**src/rtl/alu_issue_ctrl.sv**
```systemverilog
// Issue/writeback sequencer for the 4-bit-op 32-bit ALU: decodes MIPS32 words into
// registered ALU operands (S1), then captures result and flags into a writeback register (S2).
module alu_issue_ctrl #(
    parameter bit TRAP_ON_OVERFLOW = 1'b1
) (
    input  logic        clk,
    input  logic        reset,
    input  logic        in_valid,
    output logic        in_ready,
    input  logic [31:0] instr,
    input  logic [31:0] rs_data,
    input  logic [31:0] rt_data,
    output logic [3:0]  alu_op,
    output logic [31:0] alu_a,
    output logic [31:0] alu_b,
    input  logic [31:0] alu_result,
    input  logic        alu_carry,
    input  logic        alu_neg,
    input  logic        alu_ovf,
    input  logic        alu_zero,
    output logic        wb_valid,
    input  logic        wb_ready,
    output logic        wb_we,
    output logic [4:0]  wb_rd,
    output logic [31:0] wb_data,
    output logic [3:0]  wb_flags,
    output logic        wb_illegal,
    output logic        wb_ovf_trap
);

    localparam logic [3:0] OP_AND  = 4'h0;
    localparam logic [3:0] OP_OR   = 4'h1;
    localparam logic [3:0] OP_XOR  = 4'h2;
    localparam logic [3:0] OP_NOR  = 4'h3;
    localparam logic [3:0] OP_ADDU = 4'h4;
    localparam logic [3:0] OP_SUBU = 4'h5;
    localparam logic [3:0] OP_ADD  = 4'h6;
    localparam logic [3:0] OP_SUB  = 4'h7;
    localparam logic [3:0] OP_SLLV = 4'h9;
    localparam logic [3:0] OP_SRLV = 4'hB;
    localparam logic [3:0] OP_SLT  = 4'hC;
    localparam logic [3:0] OP_SLTU = 4'hD;
    localparam logic [3:0] OP_CLO  = 4'hE;
    localparam logic [3:0] OP_CLZ  = 4'hF;

    localparam logic [5:0] OPC_SPECIAL  = 6'h00;
    localparam logic [5:0] OPC_SPECIAL2 = 6'h1C;

    logic [5:0]  opcode;
    logic [5:0]  funct;
    logic [4:0]  rt_f;
    logic [4:0]  rd_f;
    logic [4:0]  shamt;
    logic [31:0] imm_s;
    logic [31:0] imm_z;

    assign opcode = instr[31:26];
    assign rt_f   = instr[20:16];
    assign rd_f   = instr[15:11];
    assign shamt  = instr[10:6];
    assign funct  = instr[5:0];
    assign imm_s  = {{16{instr[15]}}, instr[15:0]};
    assign imm_z  = {16'h0000, instr[15:0]};

    logic [3:0]  d_op;
    logic [31:0] d_a;
    logic [31:0] d_b;
    logic [4:0]  d_rd;
    logic        d_ill;

    always_comb begin
        d_op  = OP_AND;
        d_a   = '0;
        d_b   = '0;
        d_rd  = '0;
        d_ill = 1'b1;
        case (opcode)
            OPC_SPECIAL: begin
                d_ill = 1'b0;
                d_rd  = rd_f;
                d_a   = rs_data;
                d_b   = rt_data;
                case (funct)
                    6'h24: d_op = OP_AND;
                    6'h25: d_op = OP_OR;
                    6'h26: d_op = OP_XOR;
                    6'h27: d_op = OP_NOR;
                    6'h21: d_op = OP_ADDU;
                    6'h23: d_op = OP_SUBU;
                    6'h20: d_op = OP_ADD;
                    6'h22: d_op = OP_SUB;
                    6'h2A: d_op = OP_SLT;
                    6'h2B: d_op = OP_SLTU;
                    6'h00: begin d_op = OP_SLLV; d_a = rt_data; d_b = {27'b0, shamt}; end
                    6'h02: begin d_op = OP_SRLV; d_a = rt_data; d_b = {27'b0, shamt}; end
                    6'h04: begin d_op = OP_SLLV; d_a = rt_data; d_b = {27'b0, rs_data[4:0]}; end
                    6'h06: begin d_op = OP_SRLV; d_a = rt_data; d_b = {27'b0, rs_data[4:0]}; end
                    default: begin
                        d_ill = 1'b1;
                        d_rd  = '0;
                        d_a   = '0;
                        d_b   = '0;
                    end
                endcase
            end
            OPC_SPECIAL2: begin
                if (funct == 6'h21 || funct == 6'h20) begin
                    d_ill = 1'b0;
                    d_rd  = rd_f;
                    d_a   = rs_data;
                    d_op  = (funct == 6'h21) ? OP_CLO : OP_CLZ;
                end
            end
            6'h08: begin d_ill = 1'b0; d_rd = rt_f; d_a = rs_data; d_b = imm_s; d_op = OP_ADD;  end
            6'h09: begin d_ill = 1'b0; d_rd = rt_f; d_a = rs_data; d_b = imm_s; d_op = OP_ADDU; end
            6'h0A: begin d_ill = 1'b0; d_rd = rt_f; d_a = rs_data; d_b = imm_s; d_op = OP_SLT;  end
            6'h0B: begin d_ill = 1'b0; d_rd = rt_f; d_a = rs_data; d_b = imm_s; d_op = OP_SLTU; end
            6'h0C: begin d_ill = 1'b0; d_rd = rt_f; d_a = rs_data; d_b = imm_z; d_op = OP_AND;  end
            6'h0D: begin d_ill = 1'b0; d_rd = rt_f; d_a = rs_data; d_b = imm_z; d_op = OP_OR;   end
            6'h0E: begin d_ill = 1'b0; d_rd = rt_f; d_a = rs_data; d_b = imm_z; d_op = OP_XOR;  end
            default: ;
        endcase
    end

    logic       s1_valid;
    logic [4:0] s1_rd;
    logic       s1_ill;
    logic       s2_free;
    logic       accept;

    assign s2_free  = !wb_valid || wb_ready;
    assign in_ready = !s1_valid || s2_free;
    assign accept   = in_valid && in_ready;

    // S1 drains into S2 whenever S2 is free, so a simultaneous accept simply overwrites it.
    always_ff @(posedge clk) begin
        if (reset) begin
            s1_valid <= 1'b0;
            alu_op   <= '0;
            alu_a    <= '0;
            alu_b    <= '0;
            s1_rd    <= '0;
            s1_ill   <= 1'b0;
        end else if (accept) begin
            s1_valid <= 1'b1;
            alu_op   <= d_op;
            alu_a    <= d_a;
            alu_b    <= d_b;
            s1_rd    <= d_rd;
            s1_ill   <= d_ill;
        end else if (s2_free) begin
            s1_valid <= 1'b0;
        end
    end

    logic        is_cmp;
    logic        is_uarith;
    logic        is_sarith;
    logic        c_trap;
    logic        c_we;
    logic [31:0] c_data;
    logic [3:0]  c_flags;

    // The ALU compare ops report "not less-than", so the bit is inverted here.
    always_comb begin
        is_cmp    = (alu_op == OP_SLT) || (alu_op == OP_SLTU);
        is_uarith = (alu_op == OP_ADDU) || (alu_op == OP_SUBU);
        is_sarith = (alu_op == OP_ADD) || (alu_op == OP_SUB);
        c_trap    = TRAP_ON_OVERFLOW && is_sarith && alu_ovf && !s1_ill;
        c_we      = !s1_ill && (s1_rd != 5'd0) && !c_trap;
        c_flags   = {alu_carry & is_uarith, alu_neg & is_sarith,
                     alu_ovf & is_sarith, alu_zero & is_sarith};
        if (s1_ill)      c_data = '0;
        else if (is_cmp) c_data = {31'b0, ~alu_result[0]};
        else             c_data = alu_result;
        if (s1_ill) c_flags = '0;
    end

    always_ff @(posedge clk) begin
        if (reset) begin
            wb_valid    <= 1'b0;
            wb_we       <= 1'b0;
            wb_rd       <= '0;
            wb_data     <= '0;
            wb_flags    <= '0;
            wb_illegal  <= 1'b0;
            wb_ovf_trap <= 1'b0;
        end else if (s2_free) begin
            wb_valid <= s1_valid;
            if (s1_valid) begin
                wb_we       <= c_we;
                wb_rd       <= s1_rd;
                wb_data     <= c_data;
                wb_flags    <= c_flags;
                wb_illegal  <= s1_ill;
                wb_ovf_trap <= c_trap;
            end
        end
    end

endmodule
```
**config.mk**
```make
export PLATFORM = sky130hd
export DESIGN_NAME = alu_issue_ctrl
export DESIGN_NICKNAME = d
export VERILOG_FILES = /design/src/rtl/alu_issue_ctrl.sv
export SDC_FILE = /design/constraint.sdc
export NUM_CORES = 1
export LEC_CHECK = 0
export ABC_AREA = 1
export CORE_ASPECT_RATIO = 0.9
export CORE_MARGIN = 2
export CORE_UTILIZATION = 42
export DETAILED_ROUTE_END_ITERATION = 10
export GPL_TIMING_DRIVEN = 0
export PLACE_DENSITY_LB_ADDON = 0.05
export SYNTH_ARGS = -nofsm -noshare
export SYNTH_HDL_FRONTEND = slang
export SYNTH_SLANG_ARGS = --single-unit
```
**constraint.sdc**
```tcl
create_clock -name clk -period 1.75 [get_ports clk]
set_clock_uncertainty 0.15 [all_clocks]
set_input_delay 0.175 -clock clk [delete_from_list [all_inputs] [get_ports clk]]
set_output_delay 0.175 -clock clk [all_outputs]
set_load 0.02 [all_outputs]
```
==> results of run 1 <==
==> registers in the layout, indices dropped and copies added (netlist names) <==
signal      cells
s1_valid        1
alu_a          32
wb_we           1
wb_valid        1
wb_data        32
s1_ill          1
wb_flags        4
s1_rd           5
wb_rd           5
wb_illegal      1
alu_b          32
alu_op          4
==> layout make-up <==
type | instances | share of cell area [%]
buffer | 59 | 3.30
clock buffer | 19 | 4.88
clock inverter | 13 | 1.76
inverter | 26 | 1.16
multi-input combinational | 586 | 31.7
sequential | 119 | 26.8
tap | 164 | 2.31
timing repair buffer | 247 | 28.0
==> worst paths after layout <==
kind	start	slack [ps]	to	cells past startpoint
hold / removal	instr[5]	40	alu_b[5]$_SDFFE_PP0P_	3
hold reg to reg	alu_b[29]$_SDFFE_PP0P_	310	alu_b[29]$_SDFFE_PP0P_	2
setup / recovery	wb_data[17]$_SDFFE_PP0P_	20	wb_data[17]	1
setup reg to reg	alu_op[1]$_SDFFE_PP0P_	120	wb_data[17]$_SDFFE_PP0P_	5
==> power by group <==
part,switching [uW],total [uW],internal (uW)
clock network,1270,3500,2230
logic,570,1090,524
registers,49.0,2850,2800
total,1890,7440,5550
==> metal layers <==
layer	global-route usage, %	wire length (um)	vias to the layer above
li1	-	-	3193
met1	35.6	8710	3031
met2	45.2	9460	282
met3	10.9	1870	41
met4	10.8	562	0
met5	0	0	-
==> placed cells by master, fill, tap and decap left out, types with 8 or more instances in the layout <==
master / synthesis / routed
sky130_fd_sc_hd__a32oi_1: 31 / 31
sky130_fd_sc_hd__o21ai_0: 24 / 24
sky130_fd_sc_hd__a21oi_1: 104 / 104
sky130_fd_sc_hd__nor2_1: 64 / 61
sky130_fd_sc_hd__buf_2: 13 / 17
sky130_fd_sc_hd__clkbuf_2: 0 / 14
sky130_fd_sc_hd__dfxtp_1: 119 / 119
sky130_fd_sc_hd__nand2_1: 252 / 251
sky130_fd_sc_hd__inv_2: 9 / 8
sky130_fd_sc_hd__clkbuf_1: 40 / 24
sky130_fd_sc_hd__dlymetal6s2s_1: 0 / 18
sky130_fd_sc_hd__nand3_1: 78 / 74
sky130_fd_sc_hd__inv_1: 17 / 17
sky130_fd_sc_hd__clkbuf_16: 0 / 17
sky130_fd_sc_hd__clkdlybuf4s50_1: 0 / 215
==> kinds of logic after synthesis <==
family,Yosys count,synth area share (%)
xor+xnor,1,0.160
flops,119,43.4
compound gates,171,18.1
buf+inv,85,6.59
simple gates,414,31.7
==> what timing repair did <==
action | in CTS | in global routing
resized for setup | 28 | 50
pin swaps | 0 | 2
buffers inserted | 2 | 4
setup endpoints to repair | 107 | 125
==> metrics by stage <==
stage               util (%)  total power, uW
floorplan                  -             3350
global placement        63.7             3950
detailed placement      63.7             3960
CTS                     68.8             7430
global route            69.7             7680
finish                  69.7             7440
==> flow_results.org, run 1 <==
** Placement
- The congestion estimate from routability-driven global placement came to 0.874.
- After detailed placement, the total cell area comes to 8110 um^2.
- Buffers placed on the I/O ports in this run total 241.
- OpenSTA, run right after detailed placement, puts the worst setup slack at -617 ps.
- Hpwl dp :: 15,400 um
- Placed Cells :: 1,195

** Power
- Maximum ir drop on the vdd rail :: 0.771 mV
- Leakage dissipation :: 0.00382 uW
- For this design the ratio of total power to cell area is 838 nW/um^2.

** Die
- From left edge to right edge, the die measures 124 um.
- Effective utilization at floorplan :: between 40% and 50%
- Ports :: 250
- The floorplan step defined a die boundary enclosing 14,000 um^2.
- Die Y-Extent :: 112 um
- Row count :: 39
- Core box area :: roughly 13,000 um^2

** Clocking
- CTS saw 119 sinks.
- H-tree level count :: 4
- In this run the clock root is driven by a sky130_fd_sc_hd__clkbuf_16.
- In this run, post-CTS hold repair placed 0 buffers.
- Clock-pin slew on the worst setup and hold paths :: 50 ps
- Clock latency of the later-clocked register in the worst-skew pair :: 420 ps
- The clock passes through at most 2 buffers.
- TritonCTS built the clock tree.
- Buffers inserted during clock tree synthesis total 17.

** GRT
- Number of global-route vias before repair :: between 6,000 and 7,000
- Total global routing overflow :: 0
- Across every metal layer, demand over resource in global routing totals 28.6%.
- The first global-routing pass estimated 31,700 um of wire.
- Maximum number of pins on one net before global-route repair :: 17
- The number of antenna violations at the first check in global routing came to 0.

** STA
- Total of endpoints with negative setup slack in the final report :: 0
- Setup slack on the critical path of the routed design comes to 18.4 ps.
- For the final routed database, the setup TNS stands at 0 ps.
- For the pin with the worst max-slew slack, the measured transition is ~610 ps.
- In the finished design, the share of the clock period the worst path needs comes to 98.9%.
- On the final layout, the worst hold slack is 38.6 ps.
- The final number of max-transition violations came to 0.
- RSZ-0062 raised after global routing :: yes
- Measured against its own limit, the worst slew margin works out to 59.3%.
- Based on the critical path, the design can be clocked at up to 0.578 GHz.
- For the finished layout, the period the worst path requires is 1730 ps.
- Final Hold Violating Endpoints :: 0

** Route
- For this block, the initial DRC count from the detailed router was 456.
- Routed Wire Length :: 20,600 um
- Detailed-route vias per instance :: 5.31
- Summing over every cut layer, the via total after detailed routing is between 6,000 and 7,000.
- Number of remaining DRC errors :: 0
- The first TritonRoute pass finished after 5 iterations.
- Detail-routed net length per standard cell :: 16.7 um
- Once detail routing completed, the nets flagged for antenna violations numbered 0.

** Layout
- The repair_antennas step left the layout with diodes totalling 0.
- Non-filler cells in the finished layout :: 1,233
- Area Growth Syn to Fin :: 61.8%
- Area taken by flip-flops and latches :: 2380 um^2
- Number of fillers in the final layout :: 1,121
- Multi-input logic area :: 2820 um^2
- # nets final :: 1,192
- After routing the design area is around 9000 um^2.
- Layout cell share with drive strength beyond 1 :: 9.45%

** Synth
- sky130_fd_sc_hd__dfxtp_1 takes more of the synthesized area than any other cell.
- Counting flops and latches in the post-synthesis netlist gives 119.
- Yosys printed 0 warnings.
- Most used standard cells in the synthesized netlist :: sky130_fd_sc_hd__nand2_1, sky130_fd_sc_hd__dfxtp_1, sky130_fd_sc_hd__a21oi_1
- Net Count, Synth :: 926
- Counting flops with an async set or reset pin after synthesis yields a share of 0%.
- Average footprint of a synthesized cell :: 6.94 um^2
- Cells after Synth :: 790
- The mapped netlist covers 5490 um^2.
- Share of the synthesized area in the top cell type :: between 40% and 50%
- Number of distinct library cells after synthesis :: 26
- Summing the sequential cell areas from Yosys gives 43.4% of the chip area.
- Count of flip-flops with a built-in enable after synthesis :: 0
- Primary flip-flop cell chosen by synthesis mapping :: sky130_fd_sc_hd__dfxtp_1
- By instance count, the leading cell after synthesis is sky130_fd_sc_hd__nand2_1.
- In the post-synthesis netlist, the biggest area contributors are sky130_fd_sc_hd__dfxtp_1, sky130_fd_sc_hd__nand2_1, sky130_fd_sc_hd__a21oi_1.

** Setup path
- The kind of cell with the highest combined delay along the critical path is buffers and inverters.
- CP peak stage delay :: 640 ps
- The worst setup path is launched from a flop.
- Bufs and invs on worst path :: 1
- Critical path start-end classification :: reg -> out
- Kind of end point of the critical path :: primary output
- Maximum fanout encountered on the critical timing path :: 2
- Slowest cell on the critical path :: sky130_fd_sc_hd__clkdlybuf4s50_1
- Traced cell by cell, the critical path runs through clkdlybuf4s50_1.
- For the worst setup path, the data required time is 1420 ps.
- STA puts the critical path data arrival time at 1410 ps.

** Run
- Maxcap violations :: 0

** Min path
- The path class of the tightest hold or removal check is in -> reg.

** Outcome
- Run status :: complete, no violations
Note: power is estimated with default switching activity, not from simulation.
==> run 2, diff against run 1 <==
--- a/config.mk
+++ b/config.mk
@@ -11,7 +11,10 @@
 export CORE_UTILIZATION = 42
 export DETAILED_ROUTE_END_ITERATION = 10
 export GPL_TIMING_DRIVEN = 0
+export HOLD_SLACK_MARGIN = 0.02
+export MAX_ROUTING_LAYER = met4
 export PLACE_DENSITY_LB_ADDON = 0.05
 export SYNTH_ARGS = -nofsm -noshare
 export SYNTH_HDL_FRONTEND = slang
 export SYNTH_SLANG_ARGS = --single-unit
+export TNS_END_PERCENT = 50
==> flow_results.org, run 2 (synthesis gave the netlist of run 1 again) <==
** Layout
- Most frequent cells in the layout :: sky130_fd_sc_hd__nand2_1, sky130_fd_sc_hd__clkdlybuf4s50_1, sky130_fd_sc_hd__dfxtp_1
- Leaving out fill and tap cells, the most frequent cell in the layout is sky130_fd_sc_hd__nand2_1.
- Ant diodes :: 0
- Fin util :: about 70%
- From synthesis to final layout, the design area changed by 61.6%.
- Area taken by flip-flops and latches :: 2380 um^2
- # nets final :: 1,192
- The finished layout holds 1,233 standard cells, fillers aside.
- Cells with a size suffix above 1 make up a little under a tenth of the layout.
- Number of fillers in the final layout :: ~1,100
- In the final layout, the multi-input gates occupy 2820 um^2.
- In the final layout, the registers with the most flip-flops are alu_a: 32 flops, alu_b: 32 flops, wb_data: 32 flops.

** Min path
- Hold Crit Start :: instr[5]
- The tightest min-delay check is of the in -> reg type.
- The worst hold path was traced through 3 stages.
- Endpoint of the worst hold path :: alu_b[5]$_SDFFE_PP0P_

** GRT
- Global-route wire length before repair :: 31,700 um
- Total global routing overflow :: 0
- Number of global-route vias before repair :: 6,196
- Global routing used about 29% of the available tracks.
- Number of antenna violations at the first check in global routing :: 0
- Entering global routing, the biggest net connects 17 pins.

** Setup path
- The critical path is of the reg -> out type.
- The number of cells on the worst reg-to-reg path is 5.
- Slowest cell on the critical path :: sky130_fd_sc_hd__clkdlybuf4s50_1
- RR Endpoint :: wb_data[17]$_SDFFE_PP0P_
- At the worst endpoint, the required time is 1420 ps.
- Kind of end point of the critical path :: primary output
- Startpoint type of the worst setup path :: flop
- Together, buffers and inverters on the worst path number 1.
- Source of the worst register-to-register timing path :: alu_op[1]$_SDFFE_PP0P_
- CP peak stage delay :: 630 ps
- Largest delay share family, worst path :: buffers and inverters
- WP data arrival :: between 1000 and 1500 ps
- Maximum fanout encountered on the critical timing path :: 2
- Setup slack on the worst flop-to-flop path :: 120 ps
- Walking the worst path, the cells encountered are clkdlybuf4s50_1.

** Die
- Core box area :: 12,700 um^2
- Die Y-Extent :: 112 um
- The floorplan step set the die width to 124 um.
- The initial utilization of the core area, before any placement, comes to 43.1%.
- Row count :: 39
- Ports :: 250
- The die covers 14,000 um^2.

** Placement
- Summed over all nets, the half-perimeter wirelength after detailed placement is roughly 15,000 um.
- Placer's final routability congestion estimate :: 0.889
- Input and output buffers added on the ports amount to ~240.
- Placed Cells :: 1,195

** Clocking
- Clock-pin slew on the worst setup and hold paths :: 50 ps
- The longest clock path from root to sink contains 2 buffers.
- The tree is rooted in a sky130_fd_sc_hd__clkbuf_16.
- Clock latency of the later-clocked register in the worst-skew pair :: 410 ps
- TritonCTS sink count :: between 100 and 150
- CTS Buf Count :: 17
- CTS tree :: done
- H-tree level count :: 4

** STA
- Setup violations remaining at the end of the flow were counted as 0.
- The number of hold violations in the final report was 0.
- Of the available clock period, the critical path in the final layout requires between 90% and 100%.
- At the pin with the least slew margin, the transition time is 617 ps.
- Final count of pins violating max slew :: 0
- Maximum frequency from static timing analysis :: roughly 0.58 GHz
- Min cycle time layout :: 1720 ps
- Setup repair after global routing could not meet its margin everywhere.
- In this run the tightest slew margin relative to its limit is 58.8%.

** Power
- Maximum ir drop on the vdd rail :: 0.781 mV
- PD cells :: 838 nW/um^2
- The analysis attributes to cell leakage a power of 0.00373 uW.

** Route
- Routed vias :: 6,508
- Number of violations reported at the end of detailed-routing iteration 0 :: 533
- The first detailed-routing pass ran for 5 iterations.
- Routed Wire Length :: roughly 21,000 um
- After detailed routing, the average wire length per cell comes to 16.6 um.
- Count of nets left with antenna violations after detail routing :: 0
- Using the TritonRoute via totals, the vias-per-cell ratio works out to roughly 5.3.
- After detailed routing, the number of remaining DRC violations is 0.

** Outcome
- Run status :: complete, no violations

** Run
- Max-cap violations in this run came to 0.
[run 2: worst max path at each step]
stage                                  start                     end  slack [ps]  depth (start not counted)
floorplan              wb_valid$_SDFFE_PP0P_  alu_a[29]$_SDFFE_PP0P_          80                          6
global placement                    wb_ready   alu_a[9]$_SDFFE_PP0P_        -630                          9
detailed placement                  wb_ready   alu_a[9]$_SDFFE_PP0P_        -620                          9
CTS                    alu_a[8]$_SDFFE_PP0P_                alu_a[8]           6                          1
global route                       instr[30]   alu_a[7]$_SDFFE_PP0P_         -70                         12
finish              wb_data[17]$_SDFFE_PP0P_             wb_data[17]          30                          1
[run 2: where the power goes]
part | switching (uW) | total, uW | internal, uW
registers | 48.8 | 2850 | 2800
clock network | 1260 | 3490 | 2230
logic | 569 | 1090 | 525
[run 2: metrics by stage]
step | setup TNS, ps | worst slack [ps] | hold WS [ps] | area (um^2) | total power (uW)
after CTS | 0 | 6.07 | 57.6 | 8760 | 7430
after global placement | -56560 | -627 | 302 | 8110 | 3950
final | 0 | 29.8 | 36.8 | 8860 | 7430
after floorplan | 0 | 76.2 | 168 | 5490 | 3350
after detailed placement | -57860 | -617 | 305 | 8110 | 3960
after global routing | -310 | -68.8 | 57.1 | 8860 | 7680
[run 2: per-layer routing]
layer	vias up	global-route usage, %	wire, um	share of wire, %
met2	287	45.2	9460	46
met3	39	9.53	1830	8.9
met5	-	-	0	0
met4	0	10.8	520	2.5
met1	2982	36.3	8710	42
li1	3200	-	-	-
[run 2: layout make-up]
class	instances	share of cell area, %
Sequential cell	119	26.9
Buffer	59	3.29
Inverter	26	1.16
Clock inverter	13	1.76
Multi-Input combinational cell	586	31.8
Tap cell	164	2.32
Timing Repair Buffer	247	27.9
Clock buffer	19	4.88
[run 2: timing repair]
action	in CTS	in global routing
hold buffers	0	0
endpoints found under the setup margin	107	120
pin swaps	0	3
setup buffers	2	4
gates cloned	0	0
resized for setup	28	43
[run 2: worst min-delay path, stage by stage]
cell and delay [ps]:
sky130_fd_sc_hd__clkbuf_2 160, sky130_fd_sc_hd__a21oi_1 100, sky130_fd_sc_hd__a21oi_1 120
